`src/rtl/reg_write_scoreboard.sv`:
```
// Writer-side register hazard tracker: per-register outstanding-write counters
// drive the pipeline go signal (stall_n) for the IF/ID and ID/EX registers.
module reg_write_scoreboard #(
  parameter int unsigned NUM_REGS  = 8,
  parameter int unsigned ADDR_W    = 3,
  parameter int unsigned CNT_W     = 2,
  parameter int unsigned WB_BYPASS = 1
) (
  input  logic                clock,
  input  logic                reset,
  input  logic                issue_valid,
  input  logic                issue_wb_en,
  input  logic [ADDR_W-1:0]   issue_dest,
  input  logic                src1_used,
  input  logic [ADDR_W-1:0]   src1,
  input  logic                src2_used,
  input  logic [ADDR_W-1:0]   src2,
  input  logic                retire_en,
  input  logic [ADDR_W-1:0]   retire_dest,
  output logic                stall_n,
  output logic [NUM_REGS-1:0] busy_mask,
  output logic [3:0]          outstanding,
  output logic                underflow
);

  localparam logic [CNT_W-1:0] CNT_MAX = '1;

  logic [CNT_W-1:0]    cnt_q [NUM_REGS];
  logic [CNT_W-1:0]    cnt_d [NUM_REGS];
  logic [3:0]          outstanding_q, outstanding_d;
  logic                underflow_q, underflow_d;
  logic [NUM_REGS-1:0] busy_eff;
  logic                hazard;
  logic                accept;
  logic                retire_ok;
  logic                retire_bad;

  // A register whose last pending write retires this cycle is already free
  // to readers when the WB bypass is enabled.
  always_comb begin
    busy_eff = '0;
    for (int unsigned r = 0; r < NUM_REGS; r++) begin
      busy_eff[r] = (cnt_q[r] != '0) &&
                    !((WB_BYPASS != 0) && retire_en &&
                      (retire_dest == ADDR_W'(r)) && (cnt_q[r] == CNT_W'(1)));
    end
  end

  always_comb begin
    hazard = (src1_used && (src1 != '0) && busy_eff[src1]) ||
             (src2_used && (src2 != '0) && busy_eff[src2]) ||
             (issue_wb_en && (issue_dest != '0) && (cnt_q[issue_dest] == CNT_MAX));
    stall_n = !reset || !(issue_valid && hazard);
  end

  // Writes to R0 are never recorded, so a retire to R0 is neither a
  // decrement nor an underflow.
  always_comb begin
    accept     = issue_valid && stall_n && issue_wb_en && (issue_dest != '0);
    retire_ok  = retire_en && (retire_dest != '0) && (cnt_q[retire_dest] != '0);
    retire_bad = retire_en && (retire_dest != '0) && (cnt_q[retire_dest] == '0);
  end

  always_comb begin
    for (int unsigned r = 0; r < NUM_REGS; r++) begin
      cnt_d[r] = cnt_q[r];
      if (accept && (issue_dest == ADDR_W'(r)) &&
          !(retire_ok && (retire_dest == ADDR_W'(r)))) begin
        cnt_d[r] = cnt_q[r] + CNT_W'(1);
      end else if (retire_ok && (retire_dest == ADDR_W'(r)) &&
                   !(accept && (issue_dest == ADDR_W'(r)))) begin
        cnt_d[r] = cnt_q[r] - CNT_W'(1);
      end
    end
    outstanding_d = outstanding_q;
    if (accept && !retire_ok) begin
      outstanding_d = outstanding_q + 4'd1;
    end else if (retire_ok && !accept) begin
      outstanding_d = outstanding_q - 4'd1;
    end
    underflow_d = underflow_q || retire_bad;
  end

  always_ff @(posedge clock or negedge reset) begin
    if (!reset) begin
      for (int unsigned r = 0; r < NUM_REGS; r++) begin
        cnt_q[r] <= '0;
      end
      outstanding_q <= '0;
      underflow_q   <= 1'b0;
    end else begin
      for (int unsigned r = 0; r < NUM_REGS; r++) begin
        cnt_q[r] <= cnt_d[r];
      end
      outstanding_q <= outstanding_d;
      underflow_q   <= underflow_d;
    end
  end

  always_comb begin
    busy_mask = '0;
    for (int unsigned r = 0; r < NUM_REGS; r++) begin
      busy_mask[r] = (cnt_q[r] != '0);
    end
  end

  assign outstanding = outstanding_q;
  assign underflow   = underflow_q;

endmodule

```
`config.mk`:
```
export PLATFORM = sky130hd
export DESIGN_NAME = reg_write_scoreboard
export DESIGN_NICKNAME = d
export VERILOG_FILES = /design/src/rtl/reg_write_scoreboard.sv
export SDC_FILE = /design/constraint.sdc
export NUM_CORES = 1
export LEC_CHECK = 0
export BUFFER_PORTS_ARGS = -buffer_cell sky130_fd_sc_hd__buf_4
export CORE_MARGIN = 2
export CORE_UTILIZATION = 46
export CTS_BUF_LIST = sky130_fd_sc_hd__clkbuf_8
export DETAILED_ROUTE_END_ITERATION = 6
export GPL_ROUTABILITY_DRIVEN = 0
export PLACE_DENSITY = 0.64
export SLEW_MARGIN = 5
export SYNTH_ARGS = -nofsm -noshare
export SYNTH_HDL_FRONTEND = slang
export SYNTH_SLANG_ARGS = --single-unit
export TNS_END_PERCENT = 100
```
`constraint.sdc`:
```
create_clock -name clock -period 3.8 [get_ports clock]
set_clock_uncertainty 0.05 [all_clocks]
set_input_delay 0.57 -clock clock [delete_from_list [all_inputs] [get_ports clock]]
set_output_delay 0.57 -clock clock [all_outputs]
set_load 0.01 [all_outputs]
```
After elaboration in Yosys (flattened, before gate mapping):

Cells that the tools add are included.

* word-level logic and storage cells: 213
* bits of input ports: 19
* register bits: 21
* output and inout bits: 14

* $lt $le $gt $ge: 4
* reductions and logical operators: 128
* add/sub/neg operators: 18
* equal/unequal tests: 23
* bitwise operators: 2
* muxes and demuxes: 28

Operators with widths (count)
* logical AND 1 bit: 71
* 2-to-1 mux 2 bit: 20
* nonzero test 2 bit: 18
* zero test 1 bit: 28
* == test 3 bit (second input constant): 8
* adder 2 x 1 -> 2 bit (second input constant): 8
* == test 2 x 1 -> 1 bit (second input constant): 8
* subtractor 2 x 1 -> 2 bit (second input constant): 8
* binary-select mux 2 bit (select 3 bit): 2
* == test 3 x 2 -> 1 bit (second input constant): 4
* nonzero test 3 bit: 4
* >= comparator 4 bit (second input constant): 2
* < comparator 3 x 4 -> 1 bit (second input constant): 2
* 2-to-1 mux 4 bit: 2
* NOT 3 -> 4 bit: 2
* binary-select mux 1 bit (select 3 bit): 2
* == test 3 x 1 -> 1 bit (second input constant): 2
* zero test 3 bit: 2
* adder 4 x 1 -> 4 bit (second input constant): 1
* logical OR 1 bit: 4
* subtractor 4 x 1 -> 4 bit (second input constant): 1
* == test 2 bit (second input constant): 1
* zero test 2 bit: 1
* 2-to-1 mux 1 bit: 2

Logic depth before layout (Yosys ltp):

Gate-level depths: netlist (run 1).

* depth in word-level cells: 21
* mapped depth: 16
* gate-level depth less buffers: 16

Worst setup path before layout (run 1):

Ideal clock, no wire load.

* path kind: input-to-reg
* from: input retire_dest[1]
* to: register outstanding_q[3] (netlist: outstanding[3])
* arrival: 3.166 ns
* setup time: 0.125 ns
* slack: 0.459 ns
* stages: 15
* path through: buf_4 nor4bb_1 a2111oi_2 nor4_1 or4_1 nand3_2 nor3_1 ha_1 inv_1 ha_1 a21o_1 a21oi_1 xnor2_1 nor2_1 xor2_1

* longest elaborated chain between the ends: 19

Ends and longest elaborated chain
* start, declared: line 19 `input logic [ADDR_W-1:0] retire_dest,`
* == test 3 x 1 -> 1 bit (tied with other cells): line 45 `(retire_dest == ADDR_W'(r)) && (cnt_q[r] == CNT_W'(1)));`
* logical AND 1 bit: line 44 `!((WB_BYPASS != 0) && retire_en &&`
* logical AND 1 bit: line 45
* zero test 1 bit: line 44
* logical AND 1 bit: line 43 `busy_eff[r] = (cnt_q[r] != '0) &&`
* binary-select mux 1 bit (select 3 bit) (on tied branches): line 50, 51
* 2-to-1 mux 1 bit (on tied branches): line 50, 51
* logical AND 1 bit (on tied branches): line 50, 51
* logical OR 1 bit: line 50 `hazard = (src1_used && (src1 != '0) && busy_eff[src1]) ||`
* logical OR 1 bit: line 51 `(src2_used && (src2 != '0) && busy_eff[src2]) ||`
* logical AND 1 bit: line 53 `stall_n = !reset || !(issue_valid && hazard);`
* zero test 1 bit: line 53
* logical OR 1 bit: line 53
* logical AND 1 bit (3 in series): line 59 `accept = issue_valid && stall_n && issue_wb_en && (issue_dest != '0);`
* zero test 1 bit: line 78 `end else if (retire_ok && !accept) begin`
* logical AND 1 bit: line 78
* nonzero test 2 bit (no source line)
* end signal, assigned: line 95 `outstanding_q <= outstanding_d;`
* end, declared: line 30 `logic [3:0] outstanding_q, outstanding_d;`

Several ways; a longest one is shown, not always the timed one. The select of a mux whose other input is x is not followed.
A chain may end at the register's enable or synchronous reset.

Worst setup path in the final report (run 1):

* from: register cnt_q[10] (netlist bit)
* to: register outstanding_q[3] (netlist: outstanding[3])

* longest elaborated chain between the ends: 18

Ends and longest elaborated chain
* start, declared: line 28 `logic [CNT_W-1:0] cnt_q [NUM_REGS];`
* start signal, assigned by index: line 93 `cnt_q[r] <= cnt_d[r];`
* == test 2 x 1 -> 1 bit: line 45
* logical AND 1 bit: line 45
* zero test 1 bit: line 44
* logical AND 1 bit: line 43
* binary-select mux 1 bit (select 3 bit) (on tied branches): line 50, 51
* 2-to-1 mux 1 bit (on tied branches): line 50, 51
* logical AND 1 bit (on tied branches): line 50, 51
* logical OR 1 bit: line 50
* logical OR 1 bit: line 51
* logical AND 1 bit: line 53
* zero test 1 bit: line 53
* logical OR 1 bit: line 53
* logical AND 1 bit (3 in series): line 59
* zero test 1 bit: line 78
* logical AND 1 bit: line 78
* nonzero test 2 bit (no source line)

Several ways; a longest one is shown, not always the timed one. The select of a mux whose other input is x is not followed.

==> out/qor.txt, run 1 <==
YOSYS
-------------------------------------------------------------------------------------
Number of synthesized flops with an enable pin .........................            0
Most used DFF post-synth ...............................................      dfrtp_1
Post-synthesis share of cell area spent on and, or, nand and nor gates .       20.17%
Synthesized instance count .............................................          220
Number of synthesis warnings ...........................................            0
Flop and latch count out of synthesis ..................................           21
Post-synthesis share of cell area spent on xor and xnor gates ..........       8.681%
Post-synthesis mux area share ..........................................      0.5875%
Unique cell type count in the Yosys netlist ............................           48
Average size of a mapped cell ..........................................    8.713 um2
Portion of the post-synthesis area used by sequential elements .........       27.42%
Largest family of logic cells by synthesized area ...................... simple AND/OR/NAND/NOR gates
Share of flip-flops with an asynchronous set or reset after synthesis ..       100.0%
Post-synthesis compound-gate area fraction .............................       16.06%
Syn Nets ...............................................................          266
Area of the mapped netlist .............................................     1917 um2
Adder-cell share of the synthesized area ...............................       18.02%

CELLS AND AREA
-------------------------------------------------------------------------------------
Combined flip-flop and latch cell area .................................    525.5 um2
Non-filler instance count after layout .................................          300
Area of the multi-input gates ..........................................     1225 um2
Area growth from synthesis to final layout .............................       16.38%
Layout net count .......................................................          297
Fillers ................................................................          383
Layout cell share with drive strength beyond 1 .........................       16.80%
Most frequent cells in the layout ...................................... 33 x inv_1, 33 x buf_4, 26 x ha_1, 21 x dfrtp_1, 13 x nand2_1
# diodes ...............................................................            0

SETUP PATH
-------------------------------------------------------------------------------------
Required time reported for the critical path endpoint ..................      3.92 ns
CP max FO ..............................................................            5
Critical path type .....................................................      reg2reg
Category of the worst setup path launch point ..........................     register
Depth of the worst register-to-register path ...........................           15
Worst path arrival time ................................................      3.42 ns
End point of the critical path ......................................... outstanding[3]$_DFFE_PN0P_
Reg-to-Reg Start ....................................................... cnt_q[10]$_DFFE_PN0P_
Reg2Reg Setup Slack ....................................................      0.49 ns
CP startpoint .......................................................... cnt_q[10]$_DFFE_PN0P_
Crit end category ......................................................     register
R2R Path End ........................................................... outstanding[3]$_DFFE_PN0P_

CTS
-------------------------------------------------------------------------------------
Setup Fix Bufs, Post-CTS ...............................................            0
Sinks on the clock net .................................................           21
CTS Hold Bufs ..........................................................            0
Clock tree from TritonCTS ..............................................         done
Maximum count of clock buffers along a single path .....................            2
Root buffer selected by CTS ............................................     clkbuf_8
TritonCTS Buffers ......................................................            3
Number of H-tree branching levels ......................................            1
Post-CTS resize count ..................................................            0
Clock-pin slew on the worst setup and hold paths .......................      0.09 ns
Clk Latency, worst-skew pair ...........................................      0.28 ns

GRT
-------------------------------------------------------------------------------------
Routing usage on met1 ..................................................       28.88%
Global-route wire length before repair .................................      7548 um
Layer with the highest usage ...........................................         met2
Total congestion overflow after global routing .........................            0
Met2 Track Usage GR ....................................................       36.18%
Number of antenna violations at the first check in global routing ......            0
Vias in the first global route .........................................        1,609
Pin count of the biggest net entering global routing ...................           25
GRT met3 Usage .........................................................       3.084%
Global router's overall resource usage .................................       21.85%

PLACEMENT
-------------------------------------------------------------------------------------
Detailed placer's ending HPWL ..........................................      3611 um
Number of placed instances with taps included ..........................          296
Worst slack at placement ...............................................    0.3196 ns
IO Port Bufs ...........................................................           32

DIE
-------------------------------------------------------------------------------------
Number of placed I/O pins ..............................................           33
Std-Cell Core Area .....................................................     4000 um2
Cell row count .........................................................           23
Horiz. Die Dim .........................................................     68.55 um
Starting utilization of the core area ..................................       47.92%
Die outline area .......................................................     4699 um2
Vertical die dimension .................................................     68.55 um

POWER
-------------------------------------------------------------------------------------
Static Leak ............................................................     1.035 nW
Maximum resistive drop on vdd ..........................................    0.3905 mV
Overall power ..........................................................     1.397 mW
Power Density .......................................................... 626.1 nW/um2

TIMING
-------------------------------------------------------------------------------------
Fmax ...................................................................   0.3025 GHz
Final hold violations ..................................................            0
Headroom to the max-slew limit .........................................       63.58%
Fin crit share .........................................................       86.99%
Unrepaired setup endpoints after global routing ........................        false
Crit path setup slack, layout ..........................................    0.4942 ns
Max Transition Viols Final .............................................            0
Total negative setup slack .............................................         0 ns
Final setup viols ......................................................            0
Slew at the pin closest to its max-slew limit ..........................    0.5414 ns
Final min period .......................................................     3.306 ns

DRT
-------------------------------------------------------------------------------------
Average wire per standard cell .........................................     15.71 um
Remaining antenna violation count after routing ........................            0
Pre-Repair DR Iteration Count ..........................................            4
Via Count ..............................................................        1,691
Total wirelength of the detailed-routed design .........................      4713 um
DRC violation count after routing ......................................            0
Number of vias per cell after detailed routing .........................        5.637
Drt first-iter violations ..............................................          102

FLOW RUN
-------------------------------------------------------------------------------------
Max-capacitance violation count ........................................            0

STATUS
-------------------------------------------------------------------------------------
Run status ............................................................. finished, final reports clean

HOLD PATH
-------------------------------------------------------------------------------------
Hold WC Path Type ......................................................     in2async

==> sequential cells by signal, summed over array words and instances, names as in the netlist <==
register     flops
cnt_q           16
outstanding      4
underflow        1
==> critical path: stages (launching register included) <==
cell and delay [ns]:
dfrtp_1 0.45, inv_1 0.07, ha_1 0.24, a2111oi_2 0.34, nor4_1 0.08, or4_1 0.54
nand3_2 0.11, nor3_1 0.05, ha_1 0.23, inv_1 0.13, ha_1 0.25, a21o_1 0.15
a21oi_1 0.17, xnor2_1 0.13, nor2_1 0.06, xor2_1 0.14
==> worst min path at each step <==
stage | start | endpoint | depth (start not counted)
final | reset | outstanding[2]$_DFFE_PN0P_ | 1
after global routing | reset | outstanding[3]$_DFFE_PN0P_ | 1
after CTS | reset | outstanding[0]$_DFFE_PN0P_ | 1
after detailed placement | underflow$_DFF_PN0_ | underflow$_DFF_PN0_ | 1
after global placement | reset | outstanding[0]$_DFFE_PN0P_ | 1
after floorplan | reset | cnt_q[0]$_DFFE_PN0P_ | 0
==> layer usage <==
| metal | routed length, um | part of all wire [%] |
|---|---|---|
| met1 | 2186 | 46 |
| met2 | 2169 | 46 |
| met3 | 283 | 6.0 |
| met4 | 74 | 1.6 |
| met5 | 0 | 0 |
==> power breakdown <==
group / internal (mW) / switching (mW)
clock: 0.0735 / 0.0854
combinational: 0.379 / 0.397
sequential: 0.331 / 0.132
total: 0.783 / 0.614
==> synthesized netlist by cell type, types with 2 or more instances <==
| library cell | instances | share of area, % |
|---|---|---|
| a31oi_1 | 5 | 1.6 |
| nor2_1 | 8 | 1.6 |
| a311oi_1 | 3 | 1.4 |
| o211ai_1 | 2 | 0.78 |
| xnor2_1 | 11 | 5.0 |
| inv_1 | 33 | 6.5 |
| clkbuf_1 | 3 | 0.59 |
| nand3_1 | 11 | 2.9 |
| nand4b_1 | 4 | 1.8 |
| nor2b_1 | 3 | 0.98 |
| o21ai_0 | 10 | 2.6 |
| dfrtp_1 | 21 | 27 |
| a2111oi_0 | 5 | 2.3 |
| ha_1 | 26 | 17 |
| nand4_1 | 3 | 0.98 |
| xor2_1 | 8 | 3.7 |
| a21oi_1 | 3 | 0.78 |
| nand2_1 | 13 | 2.5 |
| nor3_1 | 7 | 1.8 |
| nor4_1 | 6 | 2.0 |
| conb_1 | 2 | 0.39 |
| buf_4 | 2 | 0.78 |
| a211oi_1 | 3 | 1.2 |
| nand2b_1 | 3 | 0.98 |
| o2111a_1 | 2 | 1.2 |
==> per-stage QoR <==
stage,util [%],hold WS (ns),instance area (um2)
2_1_floorplan,-,0.2244,1917
3_3_place_gp,54.61,0.4270,2185
3_5_place_dp,54.61,0.4161,2185
4_1_cts,55.77,0.1383,2231
5_1_grt,55.77,0.1510,2231
6_report,55.77,0.1321,2231
==> cell families after synthesis <==
| kind of cell | count (synthesis) |
|---|---|
| and+or+nand+nor | 68 |
| muxes | 1 |
| xor gates and xnor gates | 19 |
| DFF | 21 |
| buffers and inverters | 40 |
| other | 2 |
| AOI/OAI and AO/OA | 42 |
| adders and majority gates | 27 |
==> area by class of cell <==
| cell class | instances | area share (%) |
|---|---|---|
| clock buffers | 3 | 1.851 |
| clock inverters | 1 | 0.2243 |
| inverters | 33 | 5.552 |
| multi-input cells | 159 | 54.91 |
| flip-flops and latches | 21 | 23.56 |
| well taps | 50 | 2.804 |
| repair buffers | 33 | 11.10 |
Note: power is estimated with default switching activity, not from simulation.
==> run 2: changes to the inputs <==
--- a/config.mk
+++ b/config.mk
@@ -18,2 +18 @@
 export SYNTH_SLANG_ARGS = --single-unit
-export TNS_END_PERCENT = 100
==> constraint.sdc (replaced) <==
create_clock -name clock -period 3.8 [get_ports clock]
set_clock_uncertainty 0.05 [all_clocks]
set_input_delay 0.95 -clock clock [delete_from_list [all_inputs] [get_ports clock]]
set_output_delay 0.95 -clock clock [all_outputs]
set_load 0.01 [all_outputs]
==> run 2 against run 1 <==
Wire length up 0.40%. Largest power group unchanged. Die area unchanged. Final cell count rose by 3.0%. Highest routed layer unchanged.
==> out/qor.txt, run 2 (same netlist as run 1, synthesis figures left out) <==
POWER
--------------------------------------------------------------------------------
Static Leak .......................................................     1.081 nW
Switching Fraction ................................................       43.66%
Internal power ....................................................     796.4 uW
Sequential share of power .........................................        32.6%
Maximum resistive drop on vdd .....................................    0.4206 mV
Power Density ..................................................... 615.4 nW/um2
Clock share of power ..............................................        10.9%
Combinational Power Share .........................................        56.5%
Net switching component of the power ..............................     617.2 uW

CTS
--------------------------------------------------------------------------------
Clk Latency, worst-skew pair ......................................      0.27 ns
Sinks on the clock net ............................................           21
Clock tree from TritonCTS .........................................         done
CTS Hold Bufs .....................................................            0
TritonCTS Buffers .................................................            3
Setup Fix Bufs, Post-CTS ..........................................            0
Maximum count of clock buffers along a single path ................            2
Number of H-tree branching levels .................................            1
Post-CTS resize count .............................................            0
Clock-pin slew on the worst setup and hold paths ..................      0.08 ns
Root buffer selected by CTS .......................................     clkbuf_8

DIE
--------------------------------------------------------------------------------
Die outline area ..................................................     4699 um2
Vertical die dimension ............................................     68.55 um
Starting utilization of the core area .............................       47.92%
Number of placed I/O pins .........................................           33
Cell row count ....................................................           23
Std-Cell Core Area ................................................     4000 um2
Horiz. Die Dim ....................................................     68.55 um

CELLS AND AREA
--------------------------------------------------------------------------------
Layout cell share with drive strength beyond 1 ....................       19.31%
Flip-flop count of the largest register after layout ..............           16
Top reg by flops ..................................................        cnt_q
# diodes ..........................................................            0
Most frequent cells in the layout ................................. 42 x buf_4, 34 x inv_1, 26 x ha_1, 21 x dfrtp_1, 13 x nand2_1
Layout net count ..................................................          306
Fillers ...........................................................          381
Leading cell type in the layout, fill and taps excluded ...........        buf_4
Non-filler instance count after layout ............................          309
Area growth from synthesis to final layout ........................       19.84%

SETUP PATH
--------------------------------------------------------------------------------
Worst path arrival time ...........................................      2.64 ns
Reg2Reg Setup Slack ...............................................      0.58 ns
R2R Path End ...................................................... outstanding[3]$_DFFE_PN0P_
Worst Path Buf+Inv ................................................            4
Critical path type ................................................       in2out
Reg-to-Reg Start .................................................. cnt_q[10]$_DFFE_PN0P_
Depth of the worst register-to-register path ......................           15
Category of the worst setup path launch point .....................   input port
Delay of the slowest critical-path stage ..........................      0.54 ns
Required time reported for the critical path endpoint .............      2.80 ns
Crit end category .................................................   output pin
Cells along the critical path ..................................... buf_4, nor4bb_1, a2111oi_2, nor4_1, or4_1, nand3_2, buf_4, inv_1, buf_4
Cell seen most often among critical-path stages ...................        buf_4
CP max FO .........................................................            9
Critical Path Slowest Stage Cell ..................................        or4_1
Kind of cell adding the most delay to the critical path ........... simple AND/OR/NAND/NOR gates

HOLD PATH
--------------------------------------------------------------------------------
Hold WC Path Type .................................................     in2async

GRT
--------------------------------------------------------------------------------
Global-route wire length before repair ............................      7576 um
Total congestion overflow after global routing ....................            0
Vias in the first global route ....................................        1,568
Number of antenna violations at the first check in global routing .            0
Pin count of the biggest net entering global routing ..............           21
Global router's overall resource usage ............................       21.91%

TIMING
--------------------------------------------------------------------------------
Unrepaired setup endpoints after global routing ...................        false
Fin crit share ....................................................       95.87%
Headroom to the max-slew limit ....................................       65.42%
Slew at the pin closest to its max-slew limit .....................    0.5139 ns
Fmax ..............................................................   0.2745 GHz
Total negative setup slack ........................................         0 ns
Final hold violations .............................................            0
Final setup viols .................................................            0
Max Transition Viols Final ........................................            0
Final min period ..................................................     3.643 ns

DRT
--------------------------------------------------------------------------------
Via Count .........................................................        1,692
Remaining antenna violation count after routing ...................            0
Average wire per standard cell ....................................     15.31 um
DRC violation count after routing .................................            0
Pre-Repair DR Iteration Count .....................................            4
Total wirelength of the detailed-routed design ....................      4732 um
Number of vias per cell after detailed routing ....................        5.476
Drt first-iter violations .........................................          149

FLOW RUN
--------------------------------------------------------------------------------
Max-capacitance violation count ...................................            0

PLACEMENT
--------------------------------------------------------------------------------
Number of placed instances with taps included .....................          305
IO Port Bufs ......................................................           32
Detailed placer's ending HPWL .....................................      3836 um

STATUS
--------------------------------------------------------------------------------
Run status ........................................................ finished, final reports clean

-- run 2: changes by cell type in the layout (fill, tap and decap cells not counted), sizes merged --
cell / change
buf: +9
clkinv: -1
inv: +1
-- run 2: layer usage --
metal	wire length (um)	vias to the layer above	share of wire [%]	global-route usage [%]
met5	0	-	0	0
met3	242	8	5.1	2.760
met2	2176	44	46	36.30
met4	91	0	1.9	7.250
li1	-	867	-	-
met1	2222	773	47	29.45
-- run 2: final cells by class --
cell class	instances	area [um2]	share of cell area, %
Sequential cell	21	525.5	22.88
Inverter	33	123.9	5.392
Timing Repair Buffer	42	315.3	13.73
Clock buffer	3	41.29	1.797
Clock inverter	1	3.754	0.1634
Tap cell	50	62.56	2.723
Multi-Input combinational cell	159	1225	53.32
-- run 2: stage by stage --
stage          total power [mW]  hold WS, ns  setup WS, ns  util, %  instance area [um2]
3_5_place_dp              1.268       0.4082     -0.008736    56.30                 2252
2_1_floorplan            0.9629       0.4205       0.07914        -                 1917
3_3_place_gp              1.257       0.4142       0.05256    56.30                 2252
6_report                  1.414       0.4124        0.1570    57.43                 2297
4_1_cts                   1.431       0.4072        0.1608    57.43                 2297
5_1_grt                   1.564       0.4016      0.007419    57.43                 2297
-- run 2: worst max path at each step --
| stage | start | endpoint | slack [ns] | cells past startpoint |
|---|---|---|---|---|
| after floorplan | retire_dest[1] | outstanding[3]$_DFFE_PN0P_ | 0.08 | 15 |
| after global placement | retire_en | outstanding[3]$_DFFE_PN0P_ | 0.05 | 15 |
| after detailed placement | retire_en | outstanding[3]$_DFFE_PN0P_ | -0.009 | 15 |
| after CTS | retire_en | stall_n | 0.16 | 9 |
| after global routing | retire_en | outstanding[3]$_DFFE_PN0P_ | 0.007 | 15 |
| final | retire_en | stall_n | 0.16 | 9 |
-- run 2: worst reg2reg max path, stage by stage, from the launching register on --
cell and delay [ns]:
dfrtp_1 0.45, inv_1 0.07, ha_1 0.24, a2111oi_2 0.34, nor4_1 0.09, or4_1 0.54, nand3_2 0.11, nor3_1 0.05
ha_1 0.22, inv_1 0.07, ha_1 0.22, a21o_1 0.15, a21oi_1 0.17, xnor2_1 0.14, nor2_1 0.07, xor2_1 0.14
-- run 2: power groups by stage --
| stage | logic, mW | registers (mW) | clock network, mW |
|---|---|---|---|
| finish | 0.799 | 0.460 | 0.154 |
| global route | 0.915 | 0.479 | 0.170 |
| CTS | 0.808 | 0.462 | 0.160 |
| detailed placement | 0.802 | 0.466 | 0 |
| global placement | 0.791 | 0.466 | 0 |
| floorplan | 0.521 | 0.442 | 0 |
==> run 3: changes to the inputs <==
- CELL_PAD_IN_SITES_DETAIL_PLACEMENT: unset -> 1
- CELL_PAD_IN_SITES_GLOBAL_PLACEMENT: unset -> 2
- CORE_UTILIZATION: 46 -> 35
- PLACE_DENSITY: 0.64 -> 0.79
==> run 3 against run 2 <==
Die area up 29%. Combinational power increased by 2.9%. Maximum frequency is essentially flat. Total power grew 1.7%. Clock-buffer cell count is the same. Sequential power up 0.9%. Critical path depth increased by 1. Highest routed layer unchanged.
==> out/qor.txt, run 3 (same netlist as run 1, synthesis figures left out) <==
STATUS
--------------------------------------------------------------------------------
Run status ........................................................ finished, final reports clean

DIE
--------------------------------------------------------------------------------
Std-Cell Core Area ................................................     5205 um2
Cell row count ....................................................           26
Die outline area ..................................................     6085 um2
Horiz. Die Dim ....................................................     78.01 um
Number of placed I/O pins .........................................           33
Starting utilization of the core area .............................       36.83%
Vertical die dimension ............................................     78.01 um

CTS
--------------------------------------------------------------------------------
Sinks on the clock net ............................................           21
Number of H-tree branching levels .................................            1
Clock-pin slew on the worst setup and hold paths ..................      0.08 ns
CTS Hold Bufs .....................................................            0
Maximum count of clock buffers along a single path ................            2
Clock tree from TritonCTS .........................................         done
Root buffer selected by CTS .......................................     clkbuf_8
TritonCTS Buffers .................................................            3
Clk Latency, worst-skew pair ......................................      0.26 ns

CELLS AND AREA
--------------------------------------------------------------------------------
Summed area of non-filler cells in the final layout ...............     2345 um2
Most frequent cells in the layout ................................. 44 x buf_4, 34 x inv_1, 26 x ha_1, 21 x dfrtp_1, 13 x nand2_1
# diodes ..........................................................            0
Flip-flop count of the largest register after layout ..............           16
Fillers ...........................................................          636
Layout net count ..................................................          308
Leading cell type in the layout, fill and taps excluded ...........        buf_4
Top reg by flops ..................................................        cnt_q
Layout cell share with drive strength beyond 1 ....................       20.31%
Area growth from synthesis to final layout ........................       22.32%

PLACEMENT
--------------------------------------------------------------------------------
IO Port Bufs ......................................................           32
Detailed placer's ending HPWL .....................................      4347 um
Placed instance area ..............................................     2292 um2

SETUP PATH
--------------------------------------------------------------------------------
Depth of the worst register-to-register path ......................           16
R2R Path End ...................................................... outstanding[3]$_DFFE_PN0P_
Kind of cell adding the most delay to the critical path ........... simple AND/OR/NAND/NOR gates
Required time reported for the critical path endpoint .............      2.80 ns
Worst path arrival time ...........................................      2.65 ns
Cell seen most often among critical-path stages ...................        buf_4
Reg2Reg Setup Slack ...............................................      0.58 ns
Category of the worst setup path launch point .....................   input port
Critical Path Slowest Stage Cell ..................................        or4_1
Crit end category .................................................   output pin
Critical path type ................................................       in2out
Reg-to-Reg Start .................................................. cnt_q[1]$_DFFE_PN0P_
Cells along the critical path ..................................... buf_4, buf_4, nor4bb_2, a211oi_1, a2111oi_0, or4_1, nand3_2, buf_4, inv_1, buf_4
CP max FO .........................................................            7
Worst Path Buf+Inv ................................................            5
Delay of the slowest critical-path stage ..........................      0.50 ns

DRT
--------------------------------------------------------------------------------
Drt first-iter violations .........................................           41
DRC violation count after routing .................................            0
Total wirelength of the detailed-routed design ....................      5184 um
Number of vias per cell after detailed routing ....................        5.166
Pre-Repair DR Iteration Count .....................................            4
Remaining antenna violation count after routing ...................            0
Via Count .........................................................        1,710
Average wire per standard cell ....................................     15.66 um

GRT
--------------------------------------------------------------------------------
Pin count of the biggest net entering global routing ..............           16
Global router's overall resource usage ............................       18.06%
Number of antenna violations at the first check in global routing .            0
Vias in the first global route ....................................        1,736
Global-route wire length before repair ............................      8611 um
Total congestion overflow after global routing ....................            0

POWER
--------------------------------------------------------------------------------
Static Leak .......................................................     1.091 nW
Overall power .....................................................     1.437 mW
Power Density ..................................................... 612.9 nW/um2
Maximum resistive drop on vdd .....................................    0.2652 mV

TIMING
--------------------------------------------------------------------------------
Final hold violations .............................................            0
Final setup viols .................................................            0
Final min period ..................................................     3.645 ns
Unrepaired setup endpoints after global routing ...................        false
Headroom to the max-slew limit ....................................       64.82%
Fmax ..............................................................   0.2743 GHz
Max Transition Viols Final ........................................            0
Fin crit share ....................................................       95.92%
Slew at the pin closest to its max-slew limit .....................    0.5228 ns
Worst hold slack ..................................................    0.4244 ns

HOLD PATH
--------------------------------------------------------------------------------
Worst Hold Path EP ................................................ outstanding[3]$_DFFE_PN0P_
Hold_sp ........................................................... outstanding[3]$_DFFE_PN0P_
Hold WC Path Type .................................................      reg2reg
Worst Hold Path Cells .............................................            1

FLOW RUN
--------------------------------------------------------------------------------
Max-capacitance violation count ...................................            0

run 3: cell type report:
class / instances / area [um2] / share of cell area (%)
Multi-Input combinational cell: 159 / 1232 / 52.56
Clock buffer: 3 / 41.29 / 1.761
Sequential cell: 21 / 525.5 / 22.41
Inverter: 33 / 123.9 / 5.283
Tap cell: 70 / 87.58 / 3.735
Timing Repair Buffer: 44 / 330.3 / 14.09
Clock inverter: 1 / 3.754 / 0.1601
run 3: report_power, final:
part / switching, mW / internal (mW)
clock network: 0.0791 / 0.0721
registers: 0.133 / 0.331
logic: 0.423 / 0.399
total: 0.635 / 0.802
run 3: worst max-delay path by stage:
stage | to | from | cells past startpoint | slack (ns)
2_1_floorplan | outstanding[3]$_DFFE_PN0P_ | retire_dest[1] | 15 | 0.08
3_3_place_gp | outstanding[3]$_DFFE_PN0P_ | retire_dest[2] | 15 | -0.03
3_5_place_dp | outstanding[3]$_DFFE_PN0P_ | retire_dest[2] | 15 | -0.06
4_1_cts | stall_n | retire_dest[2] | 10 | 0.15
5_1_grt | outstanding[3]$_DFFE_PN0P_ | retire_dest[1] | 16 | 0.002
6_report | stall_n | retire_dest[2] | 10 | 0.15
run 3: layer usage:
layer | share of wire [%] | vias to the layer above | track usage, %
met2 | 45 | 36 | 30.00
li1 | - | 859 | -
met1 | 49 | 809 | 24.73
met5 | 0 | - | 0
met3 | 3.7 | 6 | 2.209
met4 | 1.6 | 0 | 4.912
run 3: through the flow:
step	instances	setup TNS, ns	util [%]	worst slack, ns
finish	331	0	45.05	0.1549
global route	331	0	45.05	0.002445
CTS	331	0	44.90	0.1454
detailed placement	327	-0.05536	44.04	-0.05536
global placement	327	-0.02689	44.04	-0.02689
floorplan	220	0	-	0.07914
run 3: worst reg2reg max path, cell delays in order (launching register included):
cell and delay (ns):
dfrtp_1 0.41, inv_1 0.08, ha_1 0.16, nand3_1 0.10, o21a_1 0.20, a2111oi_1 0.39
or4_1 0.20, nand3_2 0.09, nor3_1 0.22, ha_1 0.20, inv_1 0.06, buf_4 0.14
ha_1 0.29, a21oi_1 0.17, xnor2_1 0.14, nor2_1 0.07, xor2_1 0.14
run 3: timing repair:
| action | 4_1_cts | 5_1_grt |
|---|---|---|
| setup buffers | 0 | 0 |
| endpoints found under the setup margin | 0 | 1 |
| gates resized for setup | 0 | 2 |
